[config.mk]
export PLATFORM = sky130hd
export DESIGN_NAME = uart_sdram_seq_flat
export DESIGN_NICKNAME = d
export VERILOG_FILES = /design/src/rtl/uart_sdram_seq_pkg.sv /design/src/rtl/uart_sdram_seq_if.sv /design/src/rtl/uart_sdram_seq_byte_packer.sv /design/src/rtl/uart_sdram_seq.sv /design/src/flat_wrapper.sv
export SDC_FILE = /design/constraint.sdc
export NUM_CORES = 1
export LEC_CHECK = 0
export CORE_ASPECT_RATIO = 0.7
export CORE_MARGIN = 2
export CORE_UTILIZATION = 43
export CTS_CLUSTER_DIAMETER = 120
export CTS_CLUSTER_SIZE = 40
export DETAILED_ROUTE_END_ITERATION = 8
export PLACE_DENSITY = 0.73
export SLEW_MARGIN = 20
export SYNTH_ARGS = -nofsm -noshare
export SYNTH_HDL_FRONTEND = slang
export SYNTH_SLANG_ARGS = --single-unit
[constraint.sdc]
create_clock -name clk -period 5.1 [get_ports clk]
set_clock_uncertainty 0.15 [all_clocks]
set_input_delay 0.765 -clock clk [delete_from_list [all_inputs] [get_ports clk]]
set_output_delay 0.765 -clock clk [all_outputs]
set_load 0.1 [all_outputs]
[src/rtl/uart_sdram_seq_pkg.sv]
// Shared types and helpers for the UART <-> SDRAM frame sequencer.
package uart_sdram_pkg;
    localparam int BYTE_W = 8;

    typedef enum logic [2:0] {
        FILL      = 3'd0,
        SETTLE    = 3'd1,
        READ      = 3'd2,
        DRAIN_POP = 3'd3,
        DRAIN_TX  = 3'd4,
        NEXT      = 3'd5
    } state_t;

    // Counter width for values 0..n-1, never narrower than one bit.
    function automatic int clog2_min1(input int n);
        return (n < 2) ? 1 : $clog2(n);
    endfunction
endpackage

[src/rtl/uart_sdram_seq_if.sv]
// Bundle of the uart_rx/uart_tx and sdram_top FIFO signals seen by the sequencer.
interface uart_sdram_seq_if #(
    parameter int ADDR_W = 24,
    parameter int LEN_W  = 10
);
    import uart_sdram_pkg::*;

    // All *_flag and *_req signals are single-cycle strobes with no ready
    // return; rd_fifo_rd_data is valid the cycle after rd_fifo_rd_req.
    logic [BYTE_W-1:0]   rx_data;
    logic                rx_flag;
    logic                wr_fifo_wr_req;
    logic [2*BYTE_W-1:0] wr_fifo_wr_data;
    logic [ADDR_W-1:0]   sdram_wr_b_addr;
    logic [ADDR_W-1:0]   sdram_rd_b_addr;
    logic [LEN_W-1:0]    burst_len;
    logic                rd_valid;
    logic [LEN_W-1:0]    rd_fifo_num;
    logic                rd_fifo_rd_req;
    logic [2*BYTE_W-1:0] rd_fifo_rd_data;
    logic                tx_busy;
    logic                tx_flag;
    logic [BYTE_W-1:0]   tx_data;
    logic                rx_drop;
    state_t              fsm_state;

    modport master (
        input  rx_data, rx_flag, rd_fifo_num, rd_fifo_rd_data, tx_busy,
        output wr_fifo_wr_req, wr_fifo_wr_data, sdram_wr_b_addr, sdram_rd_b_addr,
               burst_len, rd_valid, rd_fifo_rd_req, tx_flag, tx_data, rx_drop, fsm_state
    );

    modport slave (
        output rx_data, rx_flag, rd_fifo_num, rd_fifo_rd_data, tx_busy,
        input  wr_fifo_wr_req, wr_fifo_wr_data, sdram_wr_b_addr, sdram_rd_b_addr,
               burst_len, rd_valid, rd_fifo_rd_req, tx_flag, tx_data, rx_drop, fsm_state
    );
endinterface

[src/rtl/uart_sdram_seq_byte_packer.sv]
// Assembles received bytes into 16-bit SDRAM words, low byte first.
module byte_packer
    import uart_sdram_pkg::*;
#(
    parameter int PACK_BYTES = 2
) (
    input  logic                clk,
    input  logic                rstn,
    input  logic                accept,
    input  logic [BYTE_W-1:0]   data,
    input  logic                flush,
    input  logic                clear,
    output logic                wr_req,
    output logic [2*BYTE_W-1:0] wr_data,
    output logic                word_done,
    output logic                partial
);
    logic              lane;
    logic [BYTE_W-1:0] lo;

    assign partial   = (PACK_BYTES == 2) && lane;
    assign word_done = accept && ((PACK_BYTES == 1) || lane);

    always_ff @(posedge clk or negedge rstn) begin
        if (!rstn) begin
            lane    <= 1'b0;
            lo      <= '0;
            wr_req  <= 1'b0;
            wr_data <= '0;
        end else begin
            wr_req <= 1'b0;
            if (clear) begin
                lane <= 1'b0;
            end else if (accept) begin
                if (word_done) begin
                    wr_req  <= 1'b1;
                    lane    <= 1'b0;
                    wr_data <= (PACK_BYTES == 1) ? {{BYTE_W{1'b0}}, data} : {data, lo};
                end else begin
                    lo   <= data;
                    lane <= 1'b1;
                end
            end else if (flush && partial) begin
                // Half-filled word at timeout goes out with a zero upper byte.
                wr_req  <= 1'b1;
                lane    <= 1'b0;
                wr_data <= {{BYTE_W{1'b0}}, lo};
            end
        end
    end
endmodule

[src/rtl/uart_sdram_seq.sv]
// Frame sequencer: packs UART bytes into SDRAM bursts, then reads them back to uart_tx.
module uart_sdram_seq
    import uart_sdram_pkg::*;
#(
    parameter int PACK_BYTES = 2,
    parameter int BURST_MAX  = 10,
    parameter int IDLE_MAX   = 20000,
    parameter int WAIT_MAX   = 750,
    parameter int ADDR_W     = 24,
    parameter int LEN_W      = 10,
    parameter int REGION_MAX = 16
) (
    input  logic             clk,
    input  logic             rstn,
    uart_sdram_seq_if.master bus
);
    localparam int IDLE_W = clog2_min1(IDLE_MAX);
    localparam int SET_W  = clog2_min1(WAIT_MAX);
    localparam int REG_W  = clog2_min1(REGION_MAX);

    if (PACK_BYTES != 1 && PACK_BYTES != 2) begin : g_pack_chk
        $error("PACK_BYTES must be 1 or 2");
    end
    if (BURST_MAX < 1 || BURST_MAX >= (1 << LEN_W)) begin : g_burst_chk
        $error("BURST_MAX out of range for LEN_W");
    end
    if (longint'(BURST_MAX) * longint'(REGION_MAX) >= (longint'(1) << ADDR_W)) begin : g_addr_chk
        $error("BURST_MAX*REGION_MAX does not fit in ADDR_W");
    end

    state_t              state, next_state;
    logic [LEN_W:0]      byte_cnt;
    logic [LEN_W-1:0]    word_cnt, pop_cnt, burst_len_q;
    logic [IDLE_W-1:0]   idle_cnt;
    logic [SET_W-1:0]    settle_cnt;
    logic [REG_W-1:0]    region;
    logic [ADDR_W-1:0]   base;
    logic [2*BYTE_W-1:0] word_q;
    logic                cap_pend;
    logic [1:0]          byte_idx, nbytes, guard;
    logic                tx_flag_q, rx_drop_q;
    logic [BYTE_W-1:0]   tx_data_q;
    logic                accept, timeout, close_full, word_done, partial;

    assign accept     = bus.rx_flag && (state == FILL);
    // An rx_flag on the timeout cycle wins: the byte is kept and the frame stays open.
    assign timeout    = (state == FILL) && !bus.rx_flag && (byte_cnt != '0) &&
                        (idle_cnt == IDLE_W'(IDLE_MAX - 1));
    assign close_full = word_done && (word_cnt == LEN_W'(BURST_MAX - 1));

    always_comb begin
        nbytes = 2'(PACK_BYTES);
        if (PACK_BYTES == 2 && pop_cnt == burst_len_q && byte_cnt[0])
            nbytes = 2'd1;
    end

    byte_packer #(.PACK_BYTES(PACK_BYTES)) u_packer (
        .clk       (clk),
        .rstn      (rstn),
        .accept    (accept),
        .data      (bus.rx_data),
        .flush     (timeout),
        .clear     (state == NEXT),
        .wr_req    (bus.wr_fifo_wr_req),
        .wr_data   (bus.wr_fifo_wr_data),
        .word_done (word_done),
        .partial   (partial)
    );

    always_ff @(posedge clk or negedge rstn) begin
        if (!rstn) state <= FILL;
        else       state <= next_state;
    end

    always_comb begin
        next_state = state;
        case (state)
            FILL:      if (close_full || timeout) next_state = SETTLE;
            SETTLE:    if (settle_cnt == SET_W'(WAIT_MAX - 1)) next_state = READ;
            READ:      if (bus.rd_fifo_num >= burst_len_q) next_state = DRAIN_POP;
            DRAIN_POP: next_state = DRAIN_TX;
            DRAIN_TX:  if (!cap_pend && byte_idx == nbytes)
                           next_state = (pop_cnt == burst_len_q) ? NEXT : DRAIN_POP;
            NEXT:      next_state = FILL;
            default:   next_state = FILL;
        endcase
    end

    always_comb begin
        bus.rd_valid       = (state == READ);
        bus.rd_fifo_rd_req = (state == DRAIN_POP);
        bus.fsm_state      = state;
    end

    always_ff @(posedge clk or negedge rstn) begin
        if (!rstn) begin
            byte_cnt    <= '0;
            word_cnt    <= '0;
            pop_cnt     <= '0;
            burst_len_q <= '0;
            idle_cnt    <= '0;
            settle_cnt  <= '0;
            region      <= '0;
            base        <= '0;
            word_q      <= '0;
            cap_pend    <= 1'b0;
            byte_idx    <= '0;
            guard       <= '0;
            tx_flag_q   <= 1'b0;
            tx_data_q   <= '0;
            rx_drop_q   <= 1'b0;
        end else begin
            tx_flag_q <= 1'b0;
            if (guard != '0) guard <= guard - 2'd1;
            if (bus.rx_flag && state != FILL) rx_drop_q <= 1'b1;
            case (state)
                FILL: begin
                    settle_cnt <= '0;
                    if (accept) begin
                        byte_cnt <= byte_cnt + 1'b1;
                        idle_cnt <= '0;
                        if (word_done)  word_cnt    <= word_cnt + 1'b1;
                        if (close_full) burst_len_q <= word_cnt + 1'b1;
                    end else if (timeout) begin
                        word_cnt    <= word_cnt + LEN_W'(partial);
                        burst_len_q <= word_cnt + LEN_W'(partial);
                        idle_cnt    <= '0;
                    end else if (byte_cnt != '0) begin
                        idle_cnt <= idle_cnt + 1'b1;
                    end
                end
                SETTLE: settle_cnt <= settle_cnt + 1'b1;
                DRAIN_POP: begin
                    pop_cnt  <= pop_cnt + 1'b1;
                    cap_pend <= 1'b1;
                end
                DRAIN_TX: begin
                    if (cap_pend) begin
                        word_q   <= bus.rd_fifo_rd_data;
                        cap_pend <= 1'b0;
                        byte_idx <= '0;
                    end else if (byte_idx != nbytes && guard == '0 && !bus.tx_busy) begin
                        tx_flag_q <= 1'b1;
                        tx_data_q <= (byte_idx == 2'd0) ? word_q[BYTE_W-1:0] : word_q[2*BYTE_W-1:BYTE_W];
                        byte_idx  <= byte_idx + 2'd1;
                        guard     <= 2'd2;
                    end
                end
                NEXT: begin
                    byte_cnt <= '0;
                    word_cnt <= '0;
                    pop_cnt  <= '0;
                    idle_cnt <= '0;
                    if (region == REG_W'(REGION_MAX - 1)) begin
                        region <= '0;
                        base   <= '0;
                    end else begin
                        region <= region + 1'b1;
                        base   <= base + ADDR_W'(BURST_MAX);
                    end
                end
                default: ;
            endcase
        end
    end

    assign bus.sdram_wr_b_addr = base;
    assign bus.sdram_rd_b_addr = base;
    assign bus.burst_len       = burst_len_q;
    assign bus.tx_flag         = tx_flag_q;
    assign bus.tx_data         = tx_data_q;
    assign bus.rx_drop         = rx_drop_q;
endmodule

[src/flat_wrapper.sv]
// flat-port wrapper written by rule: the top's interface ports become plain ports
module uart_sdram_seq_flat import uart_sdram_pkg::*;
#(
    parameter int PACK_BYTES = 2,
    parameter int BURST_MAX  = 10,
    parameter int IDLE_MAX   = 20000,
    parameter int WAIT_MAX   = 750,
    parameter int ADDR_W     = 24,
    parameter int LEN_W      = 10,
    parameter int REGION_MAX = 16
)
  (clk, rstn, bus_rx_data, bus_rx_flag, bus_rd_fifo_num, bus_rd_fifo_rd_data, bus_tx_busy, bus_wr_fifo_wr_req, bus_wr_fifo_wr_data, bus_sdram_wr_b_addr, bus_sdram_rd_b_addr, bus_burst_len, bus_rd_valid, bus_rd_fifo_rd_req, bus_tx_flag, bus_tx_data, bus_rx_drop, bus_fsm_state);
  uart_sdram_seq_if #(.ADDR_W(ADDR_W), .LEN_W(LEN_W)) bus_i ();
  input  logic clk;
  input  logic rstn;
  input wire logic [$bits(bus_i.rx_data)-1:0] bus_rx_data;
  input wire logic [$bits(bus_i.rx_flag)-1:0] bus_rx_flag;
  input wire logic [$bits(bus_i.rd_fifo_num)-1:0] bus_rd_fifo_num;
  input wire logic [$bits(bus_i.rd_fifo_rd_data)-1:0] bus_rd_fifo_rd_data;
  input wire logic [$bits(bus_i.tx_busy)-1:0] bus_tx_busy;
  output wire logic [$bits(bus_i.wr_fifo_wr_req)-1:0] bus_wr_fifo_wr_req;
  output wire logic [$bits(bus_i.wr_fifo_wr_data)-1:0] bus_wr_fifo_wr_data;
  output wire logic [$bits(bus_i.sdram_wr_b_addr)-1:0] bus_sdram_wr_b_addr;
  output wire logic [$bits(bus_i.sdram_rd_b_addr)-1:0] bus_sdram_rd_b_addr;
  output wire logic [$bits(bus_i.burst_len)-1:0] bus_burst_len;
  output wire logic [$bits(bus_i.rd_valid)-1:0] bus_rd_valid;
  output wire logic [$bits(bus_i.rd_fifo_rd_req)-1:0] bus_rd_fifo_rd_req;
  output wire logic [$bits(bus_i.tx_flag)-1:0] bus_tx_flag;
  output wire logic [$bits(bus_i.tx_data)-1:0] bus_tx_data;
  output wire logic [$bits(bus_i.rx_drop)-1:0] bus_rx_drop;
  output wire logic [$bits(bus_i.fsm_state)-1:0] bus_fsm_state;
  assign bus_i.rx_data = bus_rx_data;
  assign bus_i.rx_flag = bus_rx_flag;
  assign bus_i.rd_fifo_num = bus_rd_fifo_num;
  assign bus_i.rd_fifo_rd_data = bus_rd_fifo_rd_data;
  assign bus_i.tx_busy = bus_tx_busy;
  assign bus_wr_fifo_wr_req = bus_i.wr_fifo_wr_req;
  assign bus_wr_fifo_wr_data = bus_i.wr_fifo_wr_data;
  assign bus_sdram_wr_b_addr = bus_i.sdram_wr_b_addr;
  assign bus_sdram_rd_b_addr = bus_i.sdram_rd_b_addr;
  assign bus_burst_len = bus_i.burst_len;
  assign bus_rd_valid = bus_i.rd_valid;
  assign bus_rd_fifo_rd_req = bus_i.rd_fifo_rd_req;
  assign bus_tx_flag = bus_i.tx_flag;
  assign bus_tx_data = bus_i.tx_data;
  assign bus_rx_drop = bus_i.rx_drop;
  assign bus_fsm_state = bus_i.fsm_state;
  uart_sdram_seq #(.PACK_BYTES(PACK_BYTES), .BURST_MAX(BURST_MAX), .IDLE_MAX(IDLE_MAX), .WAIT_MAX(WAIT_MAX), .ADDR_W(ADDR_W), .LEN_W(LEN_W), .REGION_MAX(REGION_MAX)) u_core (.clk(clk), .rstn(rstn), .bus(bus_i));
endmodule
==> results of run 1 <==
## kinds of logic after synthesis
family	after synthesis	share of synthesized area, %
AND/OR/NAND/NOR	309	19.5
other	1	0.0478
buffers and inverters	86	5.35
flip-flops	153	48.8
AO/OA/AOI/OAI	115	9.89
XOR/XNOR	59	6.59
adder cells (fa/ha/maj)	21	3.35
multiplexers	46	6.42
## path summary, 6_finish.rpt
path / slack (ns) / end / depth (start not counted) / from
setup / recovery: 0.85 / bus_rd_fifo_rd_req / 5 / u_core.bus.fsm_state[0]
hold / removal: 0.25 / u_core.pop_cnt[6] / 1 / rstn
setup reg to reg: 1.64 / u_core.word_cnt[8] / 9 / u_core.bus.fsm_state[0]
hold reg to reg: 0.30 / u_core.guard[0] / 1 / u_core.guard[0]
max in group asynchronous: 3.57 / u_core.byte_cnt[4] / 2 / rstn
min in group clk: 0.30 / u_core.guard[0] / 1 / u_core.guard[0]
## layout make-up
type,instances,area (um^2),share of cell area [%]
Clock buffer,18,429,4.39
Clock inverter,13,193,1.97
Inverter,30,113,1.15
Multi-Input combinational cell,552,3610,36.9
Sequential cell,153,3830,39.1
Tap cell,236,295,3.02
Timing Repair Buffer,134,1320,13.5
## per-layer routing
layer / up-vias / share of wire [%] / track usage (%)
li1: 2947 / - / -
met1: 2933 / 51 / 29.9
met2: 153 / 42 / 26.8
met3: 9 / 5.9 / 5.18
met4: 0 / 0.54 / 3.28
met5: - / 0 / 0
## state kept, by name (all words and copies together), names as in the netlist
signal and flops:
u_core.guard 2, u_core.u_packer.wr_data 16, u_core.bus.rx_drop 1, u_core.idle_cnt 15, u_core.byte_idx 2, u_core.u_packer.lo 8
u_core.bus.tx_data 8, u_core.u_packer.wr_req 1, u_core.settle_cnt 10, u_core.pop_cnt 10, u_core.word_cnt 10, u_core.bus.fsm_state 3
u_core.cap_pend 1, u_core.word_q 16, u_core.bus.burst_len 10, u_core.bus.sdram_rd_b_addr 23, u_core.byte_cnt 11, u_core.bus.tx_flag 1
u_core.u_packer.partial 1, u_core.region 4
## cells in the final DEF (no fill, tap or decap), drive strengths merged, types with 18 or more instances in the layout
cell           Yosys  final
nand4             24     24
xor2              39     39
nand3             25     25
clkdlybuf4s50      0    124
o21ai             38     38
a21oi             19     19
inv               29     32
dfrtp            153    153
nand2            108    108
clkbuf            25     18
ha                21     21
nor2              61     61
mux2              34     34
xnor2             20     20
## cells in the mapped netlist (2+ instances only)
library cell  count
nand4_1          24
buf_1             4
a211oi_1          2
nor2_1           61
inv_1            29
nand3b_1          6
and4_1            6
mux2i_1          12
nand4b_1          2
dfrtp_1         153
nor3_1           14
a32o_1            2
nor2b_1           3
or4_1             6
a21oi_1          19
and2_1            3
a21o_1            7
and3_1           17
o31ai_1           8
nand3_1          25
nor4_1            9
and4b_1           2
o211ai_1          5
buf_4            25
buf_2             2
or2_2             2
o21ai_1           2
a22o_1           11
a31oi_1           5
o21ai_0          36
ha_1             21
mux2_2           33
clkbuf_1         25
o21a_1            3
nand2_1         108
nor3b_1           2
xor2_1           39
xnor2_1          20
a211o_1           3
o2111ai_1         2
nand2b_1          2
or3_1            11
## worst max-delay path: stages (launching register included)
cell	delay, ns
dfrtp_1	0.79
inv_1	0.24
nor2_1	0.34
nand2_1	0.16
clkinv_1	0.21
clkdlybuf4s50_1	1.17
## power by group through the flow
stage / Clock [mW] / Combinational (mW) / Sequential, mW
finish: 1.33 / 2.81 / 1.89
global placement: 0 / 2.76 / 1.88
CTS: 1.36 / 2.81 / 1.88
floorplan: 0 / 1.18 / 2.82
global route: 1.41 / 2.99 / 1.94
detailed placement: 0 / 2.80 / 1.89
==> results.cfg, run 1 <==
[floorplanning]
die_area_um2 = 19300
initial_core_util_pct = 43.7
pin_count = 128
fp.coreArea_um2 = 18000
die_w_um = 165
num_rows = 41
die_h_um = 117

[logic_synthesis]
synth_area_leaders = dfrtp_1 49%, nand2_1 5.2%, mux2_2 4.7%
netlist_area_um2 = 7840
synth_edf_count = 0
synth_seq_cells = 153
synthFlopType = dfrtp_1
synth_area_per_cell_um2 = 9.92
synth_seq_area_share_pct = 48.8
synth.distinct_cells = 61
syn_inst = 790
yosysWarnings = 0
synth_top_area_share_pct = 48.8
yosys.area.top_type = dfrtp_1
async_flop_share_pct = 100

[cts]
cts_hold_buf = 0
cts_sinks = 153
root_buffer = clkbuf_16
cts_setup_buffers = 0
htree_levels = 4
cts_tree = built
cts.repair.resized = 0
insertion_delay_ns = 0.42
cts-buffers-inserted = 17
clkTransAtPathRegs_ns = 0.07
clock_path_buffers = 2

[drt]
avgViaCountPerCell = 5.32
firstDrtPassIters = 7
wirelength_mm = 17.8
drt_iter0_drc = 483
wl_per_cell_um = 15.7
vias = 6042
drc = 0
ant_nets = 0

[critical_path]
cp-start-kind = flop
critPathKind = flop to primary output
cp-end-kind = primary output
required_ns = 4.18
crit_fanout = 21
crit_arrival_ns = 3.33

[final_layout]
n_fill_cell = 1588
final_cell_area_um2 = 9780
final_util_pct = 54.5
final_cell_count_no_fill = 1136
num_antenna_cells = 0
nNetsFinal = 947
drive_gt1_share_pct = 9.33
syn_to_final_growth_pct = 24.8

[grt]
gr-total-overflow = 0
track_usage_pct = 19.1
grt_pass1_wl_mm = 29.3
grt_max_degree = 95
antenna_found_initial = 0
grt_pass1_vias = 5666

[place]
post_dp_cell_area_um2 = 9160
globalplace.congestion = 0.809
place_inst = 1105
hpwlAfterDp_mm = 12.8
dpl_worst_slack_ns = 1.01
portBuffers = 125

[pwr]
p_leak_nw = 4.39
sw_frac_of_total_pct = 47.5
p_int_mw = 3.16
finalPower_mw = 6.02
ir_drop_uv = 568
pwr-share-clk_pct = 22.1
p_per_area_nw_per_um2 = 616
netSwitchingPower_mw = 2.86
seq_power_share_pct = 31.3
power_frac_comb_pct = 46.6

[sta]
worst_slew_pin_slew_ns = 1.05
fin_crit_sh_pct = 83.3
tns_ns = 0
setup_violations = 0
fin_ws_ns = 0.852
whs_ns = 0.250
slew_violations = 0
timing.fmax_mhz = 235
rsz0062_at_grt = false
max-slew-margin-rel_pct = 30.0
finalCriticalPeriod_ns = 4.25
hold_viol = 0

[outcome]
status = complete, no violations

[worst_hold_path]
hold_path.class = primary input to async pin

[run]
drv_cap = 0
Power figures use the tool's default switching activity.
==> run 2, diff against run 1 <==
--- a/config.mk
+++ b/config.mk
@@ -11,7 +11,7 @@
 export CTS_CLUSTER_DIAMETER = 120
 export CTS_CLUSTER_SIZE = 40
 export DETAILED_ROUTE_END_ITERATION = 8
-export PLACE_DENSITY = 0.73
+export PLACE_DENSITY = 0.75
 export SLEW_MARGIN = 20
 export SYNTH_ARGS = -nofsm -noshare
 export SYNTH_HDL_FRONTEND = slang
==> constraint.sdc (replaced) <==
create_clock -name clk -period 3.74 [get_ports clk]
set_clock_uncertainty 0.15 [all_clocks]
set_input_delay 0.561 -clock clk [delete_from_list [all_inputs] [get_ports clk]]
set_output_delay 0.561 -clock clk [all_outputs]
set_load 0.1 [all_outputs]
==> results.cfg, run 2 (same netlist as run 1, synthesis figures left out) <==
[outcome]
status = complete, no violations

[drt]
wirelength_mm = 18.5
ant_nets = 0
wl_per_cell_um = 16.1
vias = 6178
avgViaCountPerCell = 5.39
firstDrtPassIters = 5
drt_iter0_drc = 562
drc = 0

[critical_path]
required_ns = 3.03
cp-end-kind = primary output
crit_fanout = 11
cp-start-kind = flop
timing.critical_path.mode_cell = buf_4
slowest_delay_ns = 0.59
cpMaxStageDelayCell = dfrtp_1
critPathKind = flop to primary output
crit_arrival_ns = 2.40
crit_chain = buf_4 > inv_1 > nor2_1 > nand2_1 > clkinv_1 > buf_4

[grt]
grt_pass1_wl_mm = 30.2
grt_max_degree = 87
gr-total-overflow = 0
antenna_found_initial = 0
grt_pass1_vias = 5820
track_usage_pct = 19.9

[cts]
insertion_delay_ns = 0.42
root_buffer = clkbuf_16
clock_path_buffers = 2
cts-buffers-inserted = 17
cts_tree = built
cts_sinks = 153
cts.repair.resized = 0
cts_hold_buf = 0
htree_levels = 4
cts_setup_buffers = 0
clkTransAtPathRegs_ns = 0.07

[final_layout]
most-common-layout-cells = 153 x dfrtp_1, 119 x clkdlybuf4s50_1, 108 x nand2_1
largest_register_ffs = 23
nNetsFinal = 956
drive_gt1_share_pct = 11.1
num_antenna_cells = 0
final_cell_count_no_fill = 1146
final_common_cell = dfrtp_1
syn_to_final_growth_pct = 24.9
n_fill_cell = 1601

[pwr]
seq_power_share_pct = 31.0
p_int_mw = 4.16
pwr-share-clk_pct = 20.7
netSwitchingPower_mw = 3.97
ir_drop_uv = 718
sw_frac_of_total_pct = 48.9
p_per_area_nw_per_um2 = 830
power_frac_comb_pct = 48.3
p_leak_nw = 4.41

[floorplanning]
fp.coreArea_um2 = 18000
initial_core_util_pct = 43.7
die_area_um2 = 19300
die_w_um = 165
num_rows = 41
die_h_um = 117
pin_count = 128

[sta]
worst_slew_pin_slew_ns = 1.03
hold_viol = 0
whs_ns = 0.000228
timing.fmax_mhz = 322
slew_violations = 0
fin_crit_sh_pct = 83.2
tns_ns = 0
finalCriticalPeriod_ns = 3.11
setup_violations = 0
rsz0062_at_grt = false
max-slew-margin-rel_pct = 30.9

[place]
globalplace.congestion = 0.843
hpwlAfterDp_mm = 13.0
place_inst = 1114
portBuffers = 125

[worst_hold_path]
hold_path.class = primary input to async pin

[run]
drv_cap = 0
-- run 2: changes by cell type in the layout (fill, tap and decap cells not counted) --
cell             before  now
nor3b_2               0    1
nor3b_1               2    1
clkbuf_1              1    0
buf_4                 9   23
inv_8                 1    3
clkinvlp_4            1    3
bufinv_16             4    1
clkinv_2              2    3
clkdlybuf4s50_1     124  119
-- run 2: power groups by stage --
stage                     logic (mW)  clock network (mW)  registers, mW
after floorplan                 1.61                   0           3.84
after global placement          3.88                   0           2.52
after detailed placement        3.92                   0           2.53
after CTS                       3.94                1.71           2.52
after global routing            4.19                1.79           2.59
final                           3.93                1.68           2.52
-- run 2: critical path: cells and delay by family (launching register included) --
kind                   cells  cell delay, ns
buffers and inverters      4            0.95
DFF                        1            0.59
and+or+nand+nor            2            0.44
-- run 2: cell type report --
type	count	area (um^2)	share of cell area, %
clock buffers	17	425	4.34
clock inverters	15	145	1.48
inverters	30	113	1.15
multi-input cells	552	3610	36.9
flip-flops and latches	153	3830	39.1
well taps	236	295	3.02
repair buffers	143	1380	14.0
-- run 2: stage by stage --
stage / utilization (%) / worst slack (ns) / power [mW] / area, um^2
finish: 54.5 / 0.630 / 8.13 / 9790
global placement: 51.4 / 0.541 / 6.40 / 9220
CTS: 54.5 / 0.633 / 8.17 / 9790
detailed placement: 51.4 / 0.459 / 6.45 / 9220
floorplan: - / 0.206 / 5.46 / 7850
global route: 54.5 / 0.431 / 8.57 / 9790
-- run 2: path summary, 6_finish.rpt --
kind                                          from                    end  slack, ns  cells past startpoint
setup reg to reg           u_core.bus.fsm_state[0]     u_core.word_cnt[8]       0.85                      9
hold reg to reg                    u_core.guard[0]        u_core.guard[0]       0.30                      1
setup / recovery           u_core.bus.fsm_state[0]     bus_rd_fifo_rd_req       0.63                      6
max in group asynchronous                     rstn  u_core.u_packer.lo[6]       2.50                      2
min in group clk                   u_core.guard[0]        u_core.guard[0]       0.30                      1
hold / removal                                rstn      u_core.pop_cnt[6]     0.0002                      1
-- run 2: metal layers --
metal  up-vias  track usage, %  routed length, um
li1       2962               -                  -
met1      3016            30.3               9160
met2       184            28.0               7850
met3        16            5.00               1230
met4         0            5.52                209
met5         -               0                  0
==> run 3, diff against run 2 <==
--- a/config.mk
+++ b/config.mk
@@ -11,7 +11,7 @@
 export CTS_CLUSTER_DIAMETER = 120
 export CTS_CLUSTER_SIZE = 40
 export DETAILED_ROUTE_END_ITERATION = 8
-export PLACE_DENSITY = 0.75
+export PLACE_DENSITY = 0.73
 export SLEW_MARGIN = 20
 export SYNTH_ARGS = -nofsm -noshare
 export SYNTH_HDL_FRONTEND = slang
==> constraint.sdc (replaced) <==
create_clock -name clk -period 2.9 [get_ports clk]
set_clock_uncertainty 0.15 [all_clocks]
set_input_delay 0.435 -clock clk [delete_from_list [all_inputs] [get_ports clk]]
set_output_delay 0.435 -clock clk [all_outputs]
set_load 0.1 [all_outputs]
==> results.cfg, run 3 (same netlist as run 1, synthesis figures left out) <==
[outcome]
status = complete, no violations

[pwr]
p_leak_nw = 4.62
p_per_area_nw_per_um2 = 1090
finalPower_mw = 10.7
ir_drop_uv = 1120

[critical_path]
reg2reg_slack_ns = 0.21
r2r_start = u_core.byte_cnt[3]
timing.rr.end = u_core.bus.burst_len[2]
cp-endpoint = bus_rd_fifo_rd_req
critPathKind = flop to primary output
required_ns = 2.32
cp-start-kind = flop
r2r_cells = 5
crit_arrival_ns = 2.19
crit_path_start = u_core.bus.fsm_state[0]
crit_fanout = 18
cp-end-kind = primary output

[grt]
track_usage_pct = 20.0
grt_pass1_vias = 5766
grt_max_degree = 64
grt_pass1_wl_mm = 30.3
gr-total-overflow = 0
antenna_found_initial = 0

[final_layout]
final_common_cell = dfrtp_1
largest_register_ffs = 23
syn_to_final_growth_pct = 25.6
num_antenna_cells = 0
most-common-layout-cells = 142 x dfrtp_1, 116 x buf_4, 108 x nand2_1
final_util_pct = 54.9
nNetsFinal = 970
drive_gt1_share_pct = 23.1

[sta]
tns_ns = 0
setup_violations = 0
fin_crit_sh_pct = 95.8
slew_violations = 0
hold_viol = 0
timing.fmax_mhz = 360
worst_slew_pin_slew_ns = 1.06
rsz0062_at_grt = false
fin_ws_ns = 0.122
max-slew-margin-rel_pct = 29.2
finalCriticalPeriod_ns = 2.78

[worst_hold_path]
hold_depth = 1
hp-start = u_core.bus.rx_drop
hold_path.class = flop to flop

[floorplanning]
initial_core_util_pct = 43.7
pin_count = 128
num_rows = 41
die_area_um2 = 19300
fp.coreArea_um2 = 18000
die_w_um = 165
die_h_um = 117

[cts]
insertion_delay_ns = 0.42
cts_tree = built
cts-buffers-inserted = 17
cts_sinks = 153
cts_setup_buffers = 0
clkTransAtPathRegs_ns = 0.06
htree_levels = 4
root_buffer = clkbuf_16
clock_path_buffers = 2

[drt]
wl_met1_mm = 9.26
wl_per_cell_um = 16.0
vias = 6165
ant_nets = 0
avgViaCountPerCell = 5.31
drc = 0
wl_met3_mm = 1.33
firstDrtPassIters = 5
drt_iter0_drc = 432
dr_wl_met2_mm = 7.89
wirelength_mm = 18.6
routed.top_layer = met4

[run]
drv_cap = 0

[place]
globalplace.congestion = 0.812
dpl_worst_slack_ns = -0.0364
portBuffers = 125
hpwlAfterDp_mm = 13.3
[run 3: cell count changes in the layout (fill, tap and decap cells not counted), moves of 3 or more]
cell             before  now
inv_8                 3    0
buf_4                23  116
clkdlybuf4s50_1     119   36
buf_12                0    3
dfrtp_1             153  142
dfrtp_2               0    8
dfrtp_4               0    3
[run 3: power by group]
part,switching [mW],internal (mW)
Clock,0.925,1.37
Sequential,0.532,2.74
Combinational,3.69,1.46
[run 3: repair_timing]
item | CTS | global route
resized for setup | 0 | 1
endpoints found under the hold margin | 61 | 0
setup endpoints to repair | 0 | 1
hold buffers | 1 | 0
[run 3: area by class of cell]
cell class / instances / area [um^2]
fill: 1572 / 8110
sequential: 153 / 3850
multi-input combinational: 552 / 3670
timing repair buffer: 157 / 1310
clock buffer: 19 / 433
tap: 236 / 295
clock inverter: 13 / 170
inverter: 30 / 114
[run 3: metrics by stage]
stage	hold slack (ns)	instances	area, um^2
after floorplan	-0.0106	791	7950
after global placement	0.291	1127	9230
after detailed placement	0.294	1127	9230
after CTS	0.317	1160	9840
after global routing	0.332	1160	9850
final	0.312	1160	9850
[run 3: layer usage]
layer,up-vias,track usage [%]
met5,-,0
met4,0,4.60
met3,13,5.50
met2,174,28.5
met1,2983,30.2
li1,2995,-
[run 3: critical path, cell delays in order, from the launching register on]
cell,delay [ns]
dfrtp_4,0.47
buf_4,0.26
inv_1,0.16
nor2_1,0.32
nand2_1,0.19
clkinv_2,0.18
buf_12,0.19
[run 3: worst min-delay path by stage]
stage | end | slack (ns)
after global placement | u_core.guard[0] | 0.29
after global routing | u_core.bus.rx_drop | 0.33
after floorplan | u_core.bus.burst_len[0] | -0.01
after detailed placement | u_core.guard[0] | 0.29
final | u_core.bus.rx_drop | 0.31
after CTS | u_core.bus.rx_drop | 0.32
